[config.mk]
export PLATFORM = sky130hd
export DESIGN_NAME = gate_vector_sequencer
export DESIGN_NICKNAME = d
export VERILOG_FILES = /design/src/rtl/gate_vector_sequencer.sv
export SDC_FILE = /design/constraint.sdc
export NUM_CORES = 1
export LEC_CHECK = 0
export CAP_MARGIN = 20
export CELL_PAD_IN_SITES_DETAIL_PLACEMENT = 0
export CELL_PAD_IN_SITES_GLOBAL_PLACEMENT = 2
export CORE_MARGIN = 1
export CORE_UTILIZATION = 30
export CTS_CLUSTER_SIZE = 24
export DETAILED_ROUTE_END_ITERATION = 10
export PLACE_DENSITY_LB_ADDON = 0.1
export RECOVER_POWER = 50
export SYNTH_ARGS = -nofsm -noshare
export SYNTH_HDL_FRONTEND = slang
export SYNTH_SLANG_ARGS = --single-unit
[constraint.sdc]
create_clock -name clk -period 2.4 [get_ports clk]
set_input_delay 0.24 -clock clk [delete_from_list [all_inputs] [get_ports clk]]
set_output_delay 0.24 -clock clk [all_outputs]
set_load 0.02 [all_outputs]
[src/rtl/gate_vector_sequencer.sv]
// Stimulus/check stage: walks every WIDTH-bit vector into a gate under test and checks its output.
// Optional build macro GATE_SEQ_STOP_ON_FAIL_EN ends the run at the first mismatch.
module gate_vector_sequencer #(
    parameter int unsigned WIDTH  = 2,
    parameter int unsigned SETTLE = 2
) (
    input  logic             clk,
    input  logic             reset,
    input  logic             start,
    input  logic [2:0]       op,
    input  logic             dut_result,
    output logic [WIDTH-1:0] dut_inputs,
    output logic             busy,
    output logic             done,
    output logic             pass,
    output logic [WIDTH:0]   err_count,
    output logic             fail_seen,
    output logic [WIDTH-1:0] first_fail
);

    localparam logic [WIDTH-1:0] LastVec    = '1;
    localparam logic [3:0]       SettleLast = 4'(SETTLE - 1);

    typedef enum logic [1:0] {StIdle, StSettle, StCheck, StDone} state_e;

    state_e     state;
    logic [2:0] op_q;
    logic [3:0] wait_cnt;
    logic       golden;
    logic       mismatch;

    always_comb begin
        golden = 1'b0;
        unique case (op_q)
            3'd0: golden = &dut_inputs;
            3'd1: golden = |dut_inputs;
            3'd2: golden = ^dut_inputs;
            3'd3: golden = ~&dut_inputs;
            3'd4: golden = ~|dut_inputs;
            3'd5: golden = ~^dut_inputs;
            3'd6: golden = 1'b0;
            3'd7: golden = 1'b1;
            default: golden = 1'b0;
        endcase
        mismatch = (dut_result != golden);
    end

    always_ff @(posedge clk) begin
        if (reset) begin
            state      <= StIdle;
            op_q       <= 3'd0;
            wait_cnt   <= 4'd0;
            dut_inputs <= '0;
            busy       <= 1'b0;
            done       <= 1'b0;
            pass       <= 1'b0;
            err_count  <= '0;
            fail_seen  <= 1'b0;
            first_fail <= '0;
        end else begin
            unique case (state)
                StIdle, StDone: begin
                    if (start) begin
                        op_q       <= op;
                        err_count  <= '0;
                        fail_seen  <= 1'b0;
                        first_fail <= '0;
                        done       <= 1'b0;
                        pass       <= 1'b0;
                        dut_inputs <= '0;
                        busy       <= 1'b1;
                        wait_cnt   <= 4'd0;
                        state      <= StSettle;
                    end
                end
                StSettle: begin
                    wait_cnt <= wait_cnt + 4'd1;
                    if (wait_cnt == SettleLast) begin
                        state <= StCheck;
                    end
                end
                StCheck: begin
                    if (mismatch) begin
                        err_count <= err_count + 1'b1;
                        if (!fail_seen) begin
                            first_fail <= dut_inputs;
                            fail_seen  <= 1'b1;
                        end
                    end
`ifdef GATE_SEQ_STOP_ON_FAIL_EN
                    if (mismatch) begin
                        // First failure terminates: dut_inputs stays on the failing vector.
                        state <= StDone;
                        busy  <= 1'b0;
                        done  <= 1'b1;
                        pass  <= 1'b0;
                    end else if (dut_inputs == LastVec) begin
                        state <= StDone;
                        busy  <= 1'b0;
                        done  <= 1'b1;
                        pass  <= (err_count == '0);
                    end else begin
                        dut_inputs <= dut_inputs + 1'b1;
                        wait_cnt   <= 4'd0;
                        state      <= StSettle;
                    end
`else
                    if (dut_inputs == LastVec) begin
                        state <= StDone;
                        busy  <= 1'b0;
                        done  <= 1'b1;
                        // Include this cycle's compare in the verdict.
                        pass  <= (err_count == '0) && !mismatch;
                    end else begin
                        dut_inputs <= dut_inputs + 1'b1;
                        wait_cnt   <= 4'd0;
                        state      <= StSettle;
                    end
`endif
                end
                default: state <= StIdle;
            endcase
        end
    end

endmodule

## Word level (Yosys, flattened, before mapping)

Cells that the tools add are included.

- Bits of input ports: 7
- Register bits after elaboration: 20

- Reductions and logical operators: 20
- $add $sub $neg: 3
- Mux-type cells: 27
- Equal/unequal tests: 19

Operator list:

| cell | number |
|---|---|
| 2-bit 2-to-1 mux | 7 |
| 3-bit == test, second input constant | 4 |
| 2-bit != test, second input constant | 6 |
| 4-bit one-hot mux with 3 select lines | 1 |
| 3-bit AND reduction | 3 |
| 4-bit 2-to-1 mux | 2 |
| 1-bit one-hot mux with 2 select lines | 4 |
| 1-bit one-hot mux with 8 select lines | 1 |
| 2-bit one-hot mux with 2 select lines | 2 |
| 2-bit AND reduction | 4 |
| 2-bit == test, second input constant | 3 |
| 3-bit by 2-bit == test with 1-bit output, second input constant | 2 |
| 3-bit zero test | 2 |
| 1-bit 2-to-1 mux | 6 |
| 3-bit 2-to-1 mux | 2 |
| 2-bit one-hot mux with 3 select lines | 1 |
| 3-bit one-hot mux with 2 select lines | 1 |
| 4-bit by 1-bit adder with 4-bit output, second input constant | 1 |
| 4-bit by 1-bit == test with 1-bit output, second input constant | 1 |
| 4-bit AND reduction | 1 |
| 2-bit OR reduction | 2 |
| 3-bit by 1-bit adder with 3-bit output, second input constant | 1 |
| 3-bit by 1-bit == test with 1-bit output, second input constant | 1 |
| 1-bit zero test | 3 |
| other kinds (8) | 8 |

## Longest topological paths before layout

- Depth after elaboration: 8
- Mapped depth: 10

## Worst setup path after synthesis

No wires, ideal clock.

- Path kind: flip-flop to flip-flop
- Start: reg dut_inputs[0]
- End: reg first_fail[1]
- Required time: 2314 ps
- Data arrival time: 1951 ps
- Stages on the path, launching flop included: 9
- Path slack: 363 ps
- Path buffers: 0
- Library setup time: 86 ps
- Period minus slack after synthesis: 2037 ps
- Cell sequence: dfxtp_1 inv_1 ha_1 nand3b_1 nand2_1 o2bb2ai_2 xnor2_2 or4_1 a211oi_1

- Longest elaborated chain between the ends: 6
- Elaborated cells between the ends (all ways): 10
- Classes of those cells: eq/ne (2); mux (1); reduce/logical (7)

Ends and longest elaborated chain:

| element | line | source |
|---|---|---|
| start: declaration | 12 | `output logic [WIDTH-1:0] dut_inputs,` |
| start signal: assignment | 115 | `dut_inputs <= dut_inputs + 1'b1;` |
| 2-bit OR reduction / 2-bit AND reduction (equally long branches) | n/a |  |
| 1-bit zero test, on equally long branches | 39, 38 |  |
| 1-bit one-hot mux with 8 select lines * | 34 | `unique case (op_q)` |
| 1-bit != test * | 45 | `mismatch = (dut_result != golden);` |
| 2-bit != test (no line) * | n/a |  |
| 4-bit AND reduction (no line) * | n/a |  |
| end signal: assignment | 86 | `first_fail <= dut_inputs;` |
| end: declaration | 18 | `output logic [WIDTH-1:0] first_fail` |

Mark *: on every way between the ends. The rest lies on a longest branch, timed or not.
A chain may end at the register's enable or synchronous reset.

## Final worst setup path

- Start: reg state[0]
- End: reg first_fail[1]

- Longest elaborated chain between the ends: 4
- Elaborated cells between the ends (all ways): 10
- Classes of those cells: eq/ne (5); mux (1); reduce/logical (4)

Ends and longest elaborated chain:

| element | line | source |
|---|---|---|
| start: declaration | 26 | `state_e state;` |
| start signal: assignment | 50 | `state <= StIdle;` |
| start signal: assignment | 73 | `state <= StSettle;` |
| start signal: assignment | 79 | `state <= StCheck;` |
| 2-bit == test / 2-bit zero test (equally long branches) | 61 | `unique case (state)` |
| 2-bit OR reduction | 61 |  |
| 2-bit != test (no line) / 2-bit nonzero test (equally long branches) | n/a |  |
| 4-bit AND reduction (no line) | n/a |  |

Several ways; a longest one is shown, not always the timed one.

==> metrics <==
status=complete, no violations; antenna diode count=0; Mapped Cells=139; PwrDens=633 mW/mm^2; CTS tree=built; FFs w/ async S/R, synth=0%; antenna violations before repair=0; pin count of the biggest net entering global routing=17; Mapped Nets=155; worst slack at placement=319 ps; H-tree levels=1; WL/cell=12.7 um; first-pass GRT wire length=4.55 mm; Least-Margin Pin Slew=611 ps; Worst EP required=2570 ps; top-count cell post-synth=nand2_1; hold slack final=491 ps; clk sinks=20; crit path from=state[0]; RR Startpoint=state[0]; Layout area overhead=22.4%; GRT Util Overall=14.6%; synth warn=0; die area=0.00402 sq mm; Skew-Pair Late Insertion Delay=260 ps; maxcap violations=0; Startpoint Class=flop; Worst VDD drop=265 uV; Final HPWL DP=1.96 mm; top cells by area, synth=dfxtp_1 35%, ha_1 9.9%, nand2_1 7.3%; Commonest cells post-synth=22 x nand2_1, 20 x dfxtp_1, 14 x a21oi_1; Synth area leader=dfxtp_1; grt total ovfl=0; slew margin rel.=59.3%; initial DRC count=48; Pins Over Slew Limit=0; post-route ant nets=0; flop2flop setup slack=330 ps; setup ws final=327 ps; period utilization=86.4%; top-level I/O count=18; Layout fillers=374; cell depth of the worst flop-to-flop path=6; FF+latch count, synth=20; Starting Density=32.6%; CTS clock-pin slew for the worst setup and hold paths=70 ps; Netlist cell types=33; Die Ht=63.4 um; routability cong.=0.713; register area=400 sq um; r2r endpoint=first_fail[1]; WS Path Type=reg2reg; Yosys top cell area share=35.4%; Setup crit end kind=flop; f_max=482 MHz; Pwr Total=878 uW; area occupied by multi-input gates=668 sq um; critical path arrival=2250 ps; min cycle time layout=2070 ps; die width=63.4 um; DRC=0; routed via count=972; Avg Synthesized Cell Area=8.15 sq um; final hold vios=0; CP endpoint=first_fail[1]; layout cells sized above 1=7.14%; core box area=0.00347 sq mm; synthesized area=0.00113 sq mm; RSZ-0062 raised after global routing=no; P_leak=0.000528 uW; I/O Buffers=17; Hold Path Class=reg2reg; CTS Root Cell=clkbuf_8; First-pass DRT Iterations=4; Post-synth EDFFs=0; number of global-route vias before repair=975; Most used DFF post-synth=dfxtp_1; Post CTS Setup Buffer Count=0; row cnt=21; Vias per Instance=4.86; Clock Tree Buf Depth=2; Routed WL=2.53 mm; CTS resizes=0; Worst Skew=1.70 ps; Seq/Total Area, Yosys=35.4%; # hold bufs at CTS=0; setup violators final=0; # nets final=172; total CTS buffers=3; crit path max fanout=9; setup TNS=0 ps
## flip-flops by register name (all words and copies together) (netlist names)
| signal | flops |
|---|---|
| busy | 1 |
| done | 1 |
| dut_inputs | 2 |
| err_count | 3 |
| fail_seen | 1 |
| first_fail | 2 |
| op_q | 3 |
| pass | 1 |
| state | 2 |
| wait_cnt | 4 |
## cells by family after synthesis
group,Yosys count,share of synthesized area (%)
buf+inv,16,5.64
flops,20,35.4
fa+ha+maj,9,9.94
mux,4,3.54
compound gates,31,18.7
xor+xnor,5,4.53
simple gates,54,22.3
## metrics by stage
stage / std cells / util, % / area, sq um
after global routing: 200 / 40.0 / 1390
after global placement: 197 / 38.8 / 1350
after CTS: 200 / 40.0 / 1390
after floorplan: 139 / - / 1130
final: 200 / 40.0 / 1390
after detailed placement: 197 / 38.8 / 1350
## cell usage in the layout (no fill, tap or decap), drive strengths merged
master	Yosys	routed
nor3	2	2
clkdlybuf4s50	0	7
o32ai	1	1
clkbuf	6	3
o31ai	2	2
mux2i	4	4
inv	8	8
ha	9	9
o21ai	2	2
buf	1	2
nand2	22	22
nand2b	4	4
a31oi	1	1
o41a	1	1
nand4	3	3
a21oi	17	17
clkinv	1	1
nor2b	2	2
a211oi	2	2
xor2	3	3
nand3	5	5
nand3b	2	2
a2111o	1	1
o2bb2ai	1	1
dfxtp	20	20
xnor2	2	2
a22oi	1	1
dlygate4sd3	0	10
nor2	13	13
a21o	2	2
or4	1	1
## critical path, stage by stage, from the launching register on
cell and delay [ps]:
dfxtp_1 380, inv_1 60, ha_1 410, nand2b_1 200, nand2b_1 220, or4_1 520, a211oi_1 200
## layout make-up
cell class,instances,share of cell area (%)
Multi-Input combinational cell,103,48.2
Sequential cell,20,28.9
Timing Repair Buffer,19,13.4
Tap cell,46,4.15
Clock buffer,3,2.98
Inverter,9,2.44
## where the power goes
group / total, uW / switching, uW / internal (uW)
Combinational: 277 / 169 / 109
Sequential: 381 / 25.0 / 356
Clock: 220 / 108 / 112
## layer usage
| metal | wire length [um] | vias to the layer above | part of all wire [%] | GRT usage (%) |
|---|---|---|---|---|
| met1 | 1240 | 449 | 49 | 18.0 |
| met4 | 43 | 0 | 1.7 | 5.97 |
| met5 | 0 | - | 0 | 0 |
| met3 | 78 | 5 | 3.1 | 3.62 |
| met2 | 1170 | 11 | 46 | 24.1 |
| li1 | - | 507 | - | - |
## worst min-delay path by stage
stage	start	endpoint	slack, ps	cells after the start
after floorplan	op[0]	op_q[0]	390	2
after global placement	err_count[0]	err_count[0]	480	2
after detailed placement	first_fail[0]	first_fail[0]	490	2
after CTS	first_fail[0]	first_fail[0]	500	2
after global routing	first_fail[0]	first_fail[0]	520	2
final	op_q[0]	op_q[0]	490	2
No activity file was read; power rests on OpenSTA's default activity.
